--- src/rtl/ssd_pkg.sv ---
// Shared constants for the seven-segment scan driver: hex font, unlit pattern
// and the digit-index width helper.
package ssd_pkg;

    localparam logic [6:0] SEG_OFF = 7'b0000000;

    // Segment order {a,b,c,d,e,f,g}, 1 = lit.
    localparam logic [6:0] HEX_FONT [16] = '{
        7'b1111110, 7'b0110000, 7'b1101101, 7'b1111001,
        7'b0110011, 7'b1011011, 7'b1011111, 7'b1110000,
        7'b1111111, 7'b1111011, 7'b1110111, 7'b0011111,
        7'b1001110, 7'b0111101, 7'b1001111, 7'b1000111
    };

    function automatic int clog2(input int n);
        int r;
        r = 0;
        while ((1 << r) < n) r++;
        return r;
    endfunction

endpackage

--- src/rtl/ssd_scan_driver_if.sv ---
// Register-side and pin-side signals of the scan driver; the controller
// drives the display request, the driver returns the pin levels.
interface ssd_scan_driver_if #(
    parameter int N_DIGITS = 4,
    parameter int BR_W     = 4
);
    logic                    load;
    logic [4*N_DIGITS-1:0]   data;
    logic [N_DIGITS-1:0]     dp_in;
    logic [N_DIGITS-1:0]     blank_in;
    logic                    lz_en;
    logic [BR_W-1:0]         brightness;
    logic [6:0]              seg;
    logic                    dp;
    logic [N_DIGITS-1:0]     dig_en;
    logic                    frame_start;

    modport master (
        output load, data, dp_in, blank_in, lz_en, brightness,
        input  seg, dp, dig_en, frame_start
    );

    modport slave (
        input  load, data, dp_in, blank_in, lz_en, brightness,
        output seg, dp, dig_en, frame_start
    );
endinterface

--- src/rtl/ssd_hex_font.sv ---
// Combinational hex nibble to {a..g} segment decoder, active-high.
module ssd_hex_font
    import ssd_pkg::*;
(
    input  logic [3:0] nib,
    output logic [6:0] seg7
);
    assign seg7 = HEX_FONT[nib];
endmodule

--- src/rtl/ssd_scan_driver.sv ---
// Multiplexed seven-segment scan driver with frame-synchronous double
// buffering, leading-zero suppression, PWM dimming and ghost blanking.
module ssd_scan_driver
    import ssd_pkg::*;
#(
    parameter int N_DIGITS       = 4,
    parameter int PRESC_W        = 8,
    parameter int BR_W           = 4,
    parameter bit SEG_ACTIVE_LOW = 1'b0,
    parameter bit DIG_ACTIVE_LOW = 1'b1
) (
    input logic               clk,
    input logic               rst_n,
    ssd_scan_driver_if.slave  bus
);
    localparam int KW = clog2(N_DIGITS);
    localparam logic [PRESC_W-1:0]  P_MAX    = '1;
    localparam logic [KW-1:0]       K_LAST   = KW'(N_DIGITS - 1);
    localparam logic [6:0]          SEG_IDLE = SEG_ACTIVE_LOW ? ~SEG_OFF : SEG_OFF;
    localparam logic                DP_IDLE  = SEG_ACTIVE_LOW;
    localparam logic [N_DIGITS-1:0] DIG_IDLE = DIG_ACTIVE_LOW ? {N_DIGITS{1'b1}} : {N_DIGITS{1'b0}};

    logic [PRESC_W-1:0]    p_p0;
    logic [KW-1:0]         k_p0;
    logic [4*N_DIGITS-1:0] pend_data, act_data;
    logic [N_DIGITS-1:0]   pend_dp, act_dp, pend_blank, act_blank;
    logic                  pend_vld;

    logic [3:0]            nib [N_DIGITS];
    logic [N_DIGITS-1:0]   zero_from;
    logic                  zero_run;
    logic [6:0]            cur_font;
    logic [BR_W-1:0]       t;
    logic                  slot_end, frame_wrap, visible, pwm_on, drive;
    logic [N_DIGITS-1:0]   sel;

    logic [6:0]            seg_p1;
    logic                  dp_p1, fs_p1;
    logic [N_DIGITS-1:0]   dig_p1;

    assign slot_end   = (p_p0 == P_MAX);
    assign frame_wrap = slot_end && (k_p0 == K_LAST);

    // Stage p0: prescaler, scan index and the pending/active buffer pair.
    always_ff @(posedge clk or negedge rst_n) begin
        if (!rst_n) begin
            p_p0       <= '0;
            k_p0       <= '0;
            pend_data  <= '0;
            pend_dp    <= '0;
            pend_blank <= '0;
            pend_vld   <= 1'b0;
            act_data   <= '0;
            act_dp     <= '0;
            act_blank  <= '0;
        end else begin
            p_p0 <= p_p0 + PRESC_W'(1);
            if (slot_end)
                k_p0 <= frame_wrap ? '0 : k_p0 + KW'(1);
            if (bus.load) begin
                pend_data  <= bus.data;
                pend_dp    <= bus.dp_in;
                pend_blank <= bus.blank_in;
            end
            // A load on the wrap cycle queues behind the transfer of older data.
            if (frame_wrap && pend_vld) begin
                act_data  <= pend_data;
                act_dp    <= pend_dp;
                act_blank <= pend_blank;
            end
            if (bus.load)
                pend_vld <= 1'b1;
            else if (frame_wrap)
                pend_vld <= 1'b0;
        end
    end

    always_comb begin
        zero_run  = 1'b1;
        zero_from = '0;
        for (int i = 0; i < N_DIGITS; i++)
            nib[i] = act_data[4*i +: 4];
        for (int i = N_DIGITS - 1; i >= 0; i--) begin
            zero_run     = zero_run & (act_data[4*i +: 4] == 4'd0);
            zero_from[i] = zero_run;
        end
    end

    ssd_hex_font u_font (
        .nib  (nib[k_p0]),
        .seg7 (cur_font)
    );

    assign visible = !(act_blank[k_p0] || (bus.lz_en && (k_p0 != '0) && zero_from[k_p0]));
    assign t       = p_p0[PRESC_W-1 -: BR_W];
    assign pwm_on  = (bus.brightness == '1) || (t < bus.brightness);
    assign drive   = pwm_on && (p_p0 != '0) && visible;
    assign sel     = drive ? (N_DIGITS'(1) << k_p0) : '0;

    // Stage p1: registered pins, polarity applied last.
    always_ff @(posedge clk or negedge rst_n) begin
        if (!rst_n) begin
            seg_p1 <= SEG_IDLE;
            dp_p1  <= DP_IDLE;
            dig_p1 <= DIG_IDLE;
            fs_p1  <= 1'b0;
        end else begin
            seg_p1 <= (visible ? cur_font : SEG_OFF) ^ SEG_IDLE;
            dp_p1  <= (visible & act_dp[k_p0]) ^ DP_IDLE;
            dig_p1 <= sel ^ DIG_IDLE;
            fs_p1  <= frame_wrap;
        end
    end

    assign bus.seg         = seg_p1;
    assign bus.dp          = dp_p1;
    assign bus.dig_en      = dig_p1;
    assign bus.frame_start = fs_p1;
endmodule

--- src/flat_wrapper.sv ---
// flat-port wrapper written by rule: the top's interface ports become plain ports
module ssd_scan_driver_flat import ssd_pkg::*;
#(
    parameter int N_DIGITS       = 4,
    parameter int PRESC_W        = 8,
    parameter int BR_W           = 4,
    parameter bit SEG_ACTIVE_LOW = 1'b0,
    parameter bit DIG_ACTIVE_LOW = 1'b1
)
  (clk, rst_n, bus_load, bus_data, bus_dp_in, bus_blank_in, bus_lz_en, bus_brightness, bus_seg, bus_dp, bus_dig_en, bus_frame_start);
  ssd_scan_driver_if #(.N_DIGITS(N_DIGITS), .BR_W(BR_W)) bus_i ();
  input logic clk;
  input logic rst_n;
  input wire logic [$bits(bus_i.load)-1:0] bus_load;
  input wire logic [$bits(bus_i.data)-1:0] bus_data;
  input wire logic [$bits(bus_i.dp_in)-1:0] bus_dp_in;
  input wire logic [$bits(bus_i.blank_in)-1:0] bus_blank_in;
  input wire logic [$bits(bus_i.lz_en)-1:0] bus_lz_en;
  input wire logic [$bits(bus_i.brightness)-1:0] bus_brightness;
  output wire logic [$bits(bus_i.seg)-1:0] bus_seg;
  output wire logic [$bits(bus_i.dp)-1:0] bus_dp;
  output wire logic [$bits(bus_i.dig_en)-1:0] bus_dig_en;
  output wire logic [$bits(bus_i.frame_start)-1:0] bus_frame_start;
  assign bus_i.load = bus_load;
  assign bus_i.data = bus_data;
  assign bus_i.dp_in = bus_dp_in;
  assign bus_i.blank_in = bus_blank_in;
  assign bus_i.lz_en = bus_lz_en;
  assign bus_i.brightness = bus_brightness;
  assign bus_seg = bus_i.seg;
  assign bus_dp = bus_i.dp;
  assign bus_dig_en = bus_i.dig_en;
  assign bus_frame_start = bus_i.frame_start;
  ssd_scan_driver #(.N_DIGITS(N_DIGITS), .PRESC_W(PRESC_W), .BR_W(BR_W), .SEG_ACTIVE_LOW(SEG_ACTIVE_LOW), .DIG_ACTIVE_LOW(DIG_ACTIVE_LOW)) u_core (.clk(clk), .rst_n(rst_n), .bus(bus_i));
endmodule
--- config.mk ---
export PLATFORM = sky130hd
export DESIGN_NAME = ssd_scan_driver_flat
export DESIGN_NICKNAME = d
export VERILOG_FILES = /design/src/rtl/ssd_pkg.sv /design/src/rtl/ssd_scan_driver_if.sv /design/src/rtl/ssd_hex_font.sv /design/src/rtl/ssd_scan_driver.sv /design/src/flat_wrapper.sv
export SDC_FILE = /design/constraint.sdc
export NUM_CORES = 1
export LEC_CHECK = 0
export ABC_AREA = 0
export CAP_MARGIN = 20
export CORE_MARGIN = 2
export CORE_UTILIZATION = 45
export CTS_CLUSTER_DIAMETER = 30
export DETAILED_ROUTE_END_ITERATION = 12
export DONT_BUFFER_PORTS = 1
export HOLD_SLACK_MARGIN = 0.1
export PLACE_DENSITY_LB_ADDON = 0.15
export SKIP_LAST_GASP = 1
export SYNTH_ARGS = -nofsm -noshare
export SYNTH_HDL_FRONTEND = slang
export SYNTH_SLANG_ARGS = --single-unit
export TNS_END_PERCENT = 50
--- constraint.sdc ---
create_clock -name clk -period 7.1 [get_ports clk]
set_input_delay 1.42 -clock clk [delete_from_list [all_inputs] [get_ports clk]]
set_output_delay 1.42 -clock clk [all_outputs]
set_load 0.005 [all_outputs]
==> results of run 1 <==
-- routing by layer --
layer | vias to the layer above | share of wire | track usage | wire length, microns
met5 | - | 0 | 0 | 0
met2 | 40 | 0.45 | 0.241 | 2660
met1 | 966 | 0.48 | 0.211 | 2830
li1 | 919 | - | - | -
met3 | 11 | 0.044 | 0.0426 | 262
met4 | 0 | 0.023 | 0.0923 | 135
-- cell usage in the layout (no fill, tap or decap), types with 3 or more instances in the layout --
cell type	count
nor2_1	8
mux4_2	6
dfrtp_1	68
nand3_1	4
dfstp_2	4
mux2i_1	6
a211oi_1	7
o21ai_0	14
nor3_1	3
a21oi_1	4
clkbuf_8	11
xor2_1	3
mux2_2	50
ha_1	14
nand2_1	10
inv_1	11
xnor2_1	5
-- per-stage QoR --
step	cells	hold WS (ps)
2_1_floorplan	253	454
3_3_place_gp	343	478
3_5_place_dp	343	484
4_1_cts	358	496
5_1_grt	359	525
6_report	359	492
-- kinds of logic (layout without fill, tap and decap cells) --
logic type | Yosys count | count (layout) | synth area share
simple gates | 41 | 41 | 0.0702
buf+inv | 20 | 26 | 0.0244
compound gates | 36 | 36 | 0.0750
xor+xnor | 8 | 8 | 0.0207
flops | 72 | 72 | 0.534
fa+ha+maj | 14 | 14 | 0.0518
mux | 62 | 62 | 0.224
other cells | 0 | 1 | 0
-- report_power, final --
| group | leakage (nW) | total (mW) | switching (mW) | internal (mW) |
|---|---|---|---|---|
| Sequential | 0.887 | 0.431 | 0.00684 | 0.424 |
| Clock | 0.112 | 0.371 | 0.155 | 0.216 |
| Combinational | 0.613 | 0.0177 | 0.00422 | 0.0134 |
| Total | 1.61 | 0.820 | 0.166 | 0.654 |
-- area by class of cell --
type                            instances  area (sq um)
Antenna cell                            1          2.50
Clock buffer                           11           151
Clock inverter                          4          76.3
Fill cell                             653          3560
Inverter                               11          41.3
Multi-Input combinational cell        161          1500
Sequential cell                        72          1810
Tap cell                               99           124
-- worst max-delay path, stage by stage (launching register included) --
cell       delay, ps
dfrtp_1          750
inv_1            260
ha_1             300
or4b_2           650
a2111oi_4        380
a21o_4           240
a221oi_1          60
-- worst min path at each step --
stage,cells past startpoint,end,startpoint,slack (ps)
2_1_floorplan,1,u_core.p_p0[0]$_DFF_PN0_,u_core.p_p0[0]$_DFF_PN0_,450
3_3_place_gp,1,u_core.p_p0[0]$_DFF_PN0_,u_core.p_p0[0]$_DFF_PN0_,480
3_5_place_dp,1,u_core.p_p0[0]$_DFF_PN0_,u_core.p_p0[0]$_DFF_PN0_,480
4_1_cts,1,u_core.p_p0[0]$_DFF_PN0_,u_core.p_p0[0]$_DFF_PN0_,500
5_1_grt,1,u_core.act_blank[2]$_DFFE_PN0P_,u_core.pend_blank[2]$_DFFE_PN0P_,530
6_report,1,u_core.p_p0[0]$_DFF_PN0_,u_core.p_p0[0]$_DFF_PN0_,490
-- sequential cells by signal, indices dropped and copies added (netlist names) --
register and flops:
u_core.act_blank 4, u_core.act_data 16, u_core.act_dp 4, u_core.bus.dig_en 4, u_core.bus.dp 1, u_core.bus.frame_start 1, u_core.bus.seg 7, u_core.k_p0 2
u_core.p_p0 8, u_core.pend_blank 4, u_core.pend_data 16, u_core.pend_dp 4, u_core.pend_vld 1
==> flow_metrics.tcl, run 1 <==
set metrics [dict create \
    outcome "completed" \
    slew-limit-headroom 0.557 \
    required_ps 7320 \
    period_needed_ps 2770 \
    maxSlewViolCount 0 \
    path_class "register to register" \
    synth_top_area_frac 0.503 \
    die_w_microns 90.7 \
    finalInstanceArea_sq_um 3700 \
    cp-endpoint "u_core.bus.seg[4]$_DFF_PN0_" \
    postPlaceCellArea_sq_um 3470 \
    leakage_nw 1.61 \
    drive_gt1_frac 0.324 \
    gp_congestion 0.768 \
    cts-root-buf "clkbuf_8" \
    port_buffers 0 \
    fmax_mhz 361 \
    synth_fp_nets 299 \
    viasPerCell 5.39 \
    skew_ps 8.06 \
    yosysSeqAreaShare 0.534 \
    yosys.area.top_type "dfrtp_1" \
    drtIter0Drc 75 \
    grt_pass1_vias 2054 \
    ys_ff_latch 72 \
    yosysMostFrequentCell "dfrtp_1" \
    synth_edf_count 0 \
    dr.pass1.iters 4 \
    fin_total_pwr_mw 0.820 \
    die-area_sq_um 8230 \
    crit_fanout 14 \
    wire_per_inst_microns 16.4 \
    vdd_ir_drop_max_mv 0.146 \
    setup_tns_ps 0 \
    yosys_warnings 0 \
    cp-start-kind "register" \
    pre_cts_ws_ps 4250 \
    placeableCoreArea_sq_um 7250 \
    start_util 0.467 \
    setup-violations-final 0 \
    avgSynthCellArea_sq_um 13.4 \
    reg2reg_depth 6 \
    cts_sinks 72 \
    cts-resized-gates 0 \
    endpoint_kind "register" \
    dp_hpwl_microns 4090 \
    clock_latency_ps 350 \
    timing.final.ws_setup_ps 4330 \
    r2r_start "u_core.k_p0[0]$_DFFE_PN0N_" \
    r2r_end "u_core.bus.seg[4]$_DFF_PN0_" \
    vias 1936 \
    grt_max_degree 73 \
    grt.total_usage 0.161 \
    synth_area_sq_um 3380 \
    synth.distinct_cells 39 \
    async_flop_share 1.00 \
    clk_path_buf_depth 2 \
    fin_crit_sh 0.390 \
    cts_tree "done" \
    num_io_pins 45 \
    wl_microns 5900 \
    postCtsSetupBuffers 0 \
    hold_violations 0 \
    clk_pin_slew_ps 80 \
    rsz0062_at_grt "false" \
    overflow 0 \
    worstSetupStartpoint "u_core.k_p0[0]$_DFFE_PN0N_" \
    drc 0 \
    r2r_setup_slack_ps 4330 \
    maxCapViolations 0 \
    final_nets 301 \
    synthTopCellsByCount "dfrtp_1 (68), mux2_2 (50), ha_1 (14), o21ai_0 (14), inv_1 (11)" \
    htreeDepth 3 \
    ys.flop_type "dfrtp_1" \
    grt_pass1_wl_microns 10400 \
    cts_buffers 9 \
    p_per_area_nw_per_um2 222 \
    synthToLayoutAreaGrowth_pct 9.24 \
    post-route-util 0.510 \
    netlist_instances 253 \
    die_y_microns 90.7 \
    worst_slew_pin_slew_ps 664 \
    rows 31 \
    antenna_left 0 \
    antenna_found_initial 1 \
    cts-hold-fix-buffers 0 \
    cp.arrival_ps 2990 \
    synth_area_leaders "dfrtp_1 (50%), mux2_2 (17%), ha_1 (5.2%), mux4_2 (4.0%), dfstp_2 (3.1%)" \
    hold_path.class "register to register" \
]
(Power assumes the default switching activity.)
==> run 2, diff against run 1 <==
==> constraint.sdc (replaced) <==
create_clock -name clk -period 2.7 [get_ports clk]
set_input_delay 0.54 -clock clk [delete_from_list [all_inputs] [get_ports clk]]
set_output_delay 0.54 -clock clk [all_outputs]
set_load 0.005 [all_outputs]
==> run 2 against run 1 <==
  * Final area grew 0.17%
  * Critical endpoint is now u_core.bus.seg[5]$_DFF_PN0_
  * Flip-flop and latch count is the same
  * Count of clock-buffer cells in the layout rose by 2
  * Clock skew increased by 4.3 ps
  * Die area stayed put
  * Highest routed layer unchanged
  * Clock power is 100% higher
  * Global-route usage is essentially flat
  * Utilization grew 0.086 points
  * Sequential power rose to 2.6 times the previous value
==> flow_metrics.tcl, run 2 (synthesis gave the netlist of run 1 again) <==
set metrics [dict create \
    slew-limit-headroom 0.626 \
    setup_tns_ps 0 \
    grt_pass1_wl_microns 10300 \
    final_cell_mix "dfrtp_1 (68), mux2_2 (50), o21ai_0 (14), ha_1 (14), inv_1 (11)" \
    cpLargestDelayFamily "simple AND/OR/NAND/NOR gates" \
    cts_buffers 9 \
    finalNonFillerCells 366 \
    final_common_cell "dfrtp_1" \
    multiInputGateArea_sq_um 1500 \
    grt.total_usage 0.161 \
    crit_chain "inv_1 > ha_1 > or4b_2 > a2111oi_4 > a21o_4 > a311oi_1" \
    hold_path.class "primary input to register" \
    setup-violations-final 0 \
    antenna_found_initial 1 \
    timing.final.ws_setup_ps 375 \
    synthToLayoutAreaGrowth_pct 9.43 \
    cts-root-buf "clkbuf_8" \
    combPwrFrac 0.037 \
    endpoint_kind "register" \
    switching_power_mw 0.441 \
    grt_use_met3 0.0584 \
    htreeDepth 3 \
    die_y_microns 90.7 \
    drc 0 \
    swShare 0.226 \
    port_buffers 0 \
    cp.arrival_ps 2550 \
    crit_path_top_delay_cell "or4b_2" \
    start_util 0.467 \
    dp_hpwl_microns 4160 \
    gp_congestion 0.789 \
    intPower_mw 1.51 \
    maxSlewViolCount 0 \
    grt_max_degree 73 \
    clk_pin_slew_ps 80 \
    rsz0062_at_grt "false" \
    path_class "register to register" \
    skew_ps 12.4 \
    cp-start-kind "register" \
    period_needed_ps 2320 \
    met2_usage 0.231 \
    ff_latch_area_sq_um 1810 \
    outcome "completed" \
    clk_path_buf_depth 2 \
    wire_per_inst_microns 16.5 \
    clock_latency_ps 350 \
    die-area_sq_um 8230 \
    pre_cts_ws_ps 410 \
    seq_power_share 0.581 \
    critPathBufInv 1 \
    vias 1980 \
    placeableCoreArea_sq_um 7250 \
    final_nets 307 \
    wl_microns 6060 \
    fmax_mhz 430 \
    viasPerCell 5.41 \
    fin_crit_sh 0.861 \
    dp_cells 347 \
    antenna_left 0 \
    drtIter0Drc 70 \
    cts_sinks 72 \
    cts_tree "done" \
    crit_fanout 8 \
    use_met1 0.220 \
    n_fill_cell 636 \
    postCtsSetupBuffers 0 \
    p_per_area_nw_per_um2 527 \
    die_w_microns 90.7 \
    leakage_nw 1.62 \
    rows 31 \
    clockPowerShare 0.383 \
    max_stage_delay_ps 660 \
    required_ps 2920 \
    grt.busiest_layer "met2" \
    vdd_ir_drop_max_mv 0.370 \
    maxCapViolations 0 \
    drive_gt1_frac 0.327 \
    top_regs "u_core.act_data x16, u_core.pend_data x16, u_core.p_p0 x8" \
    num_io_pins 45 \
    hold_violations 0 \
    dr.pass1.iters 4 \
    grt_pass1_vias 1982 \
    overflow 0 \
    worst_slew_pin_slew_ps 545 \
]
run 2: cell count changes in the layout (fill, tap and decap cells not counted):
cell and delta:
clkbuf_8 -1, bufinv_16 -2, clkinv_2 +2, buf_4 +4, dlygate4sd3_1 +1, buf_16 +1
inv_6 -1, clkbuf_1 +3
run 2: final cells by class:
type / count / area share
inverter: 11 / 0.0111
timing repair buffer: 6 / 0.0182
tap: 99 / 0.0334
clock buffer: 13 / 0.0402
sequential: 72 / 0.488
antenna: 1 / 0.000676
clock inverter: 3 / 0.00473
multi-input combinational: 161 / 0.404
run 2: routing by layer:
metal / share of wire / vias up
met5: 0 / -
met4: 0.013 / 0
met3: 0.056 / 7
met2: 0.46 / 42
met1: 0.48 / 986
li1: - / 945
run 2: repair_timing:
action | in CTS | in global routing
hold buffers | 2 | 0
hold endpoints to repair | 72 | 0
gates resized for setup | 0 | 0
run 2: metrics by stage:
| stage | power [mW] | cell area (sq um) | utilization | hold slack [ps] |
|---|---|---|---|---|
| floorplan | 1.20 | 3380 | - | 244 |
| global placement | 1.20 | 3500 | 0.482 | 247 |
| detailed placement | 1.20 | 3500 | 0.482 | 247 |
| CTS | 1.98 | 3700 | 0.510 | 268 |
| global route | 2.04 | 3700 | 0.510 | 264 |
| finish | 1.95 | 3700 | 0.511 | 277 |
run 2: worst paths after layout:
kind	startpoint	to	slack, ps	depth (start not counted)
worst min-delay path	bus_load	u_core.pend_vld$_DFFE_PN0P_	280	1
worst max-delay path	u_core.k_p0[0]$_DFFE_PN0N_	u_core.bus.seg[5]$_DFF_PN0_	380	6
worst min register to register	u_core.p_p0[0]$_DFF_PN0_	u_core.p_p0[0]$_DFF_PN0_	490	1
min in group asynchronous	rst_n	u_core.pend_dp[2]$_DFFE_PN0P_	730	2
max in group asynchronous	rst_n	u_core.bus.dig_en[3]$_DFF_PN1_	1640	2
worst max register to register	u_core.k_p0[0]$_DFFE_PN0N_	u_core.bus.seg[5]$_DFF_PN0_	380	6
run 2: worst register-to-register path: cells and delay by family, from the launching register on:
kind,cells,cell delay [ps]
DFF,1,530
adders and majority gates,1,230
and+or+nand+nor,1,660
AOI/OAI and AO/OA,3,660
buffers and inverters,1,110
run 2: power by group through the flow:
stage	Clock [mW]	Combinational, mW	Sequential [mW]
finish	0.748	0.0718	1.13
global placement	0	0.0453	1.16
CTS	0.773	0.0746	1.14
floorplan	0	0.0489	1.15
detailed placement	0	0.0467	1.16
global route	0.820	0.0815	1.14
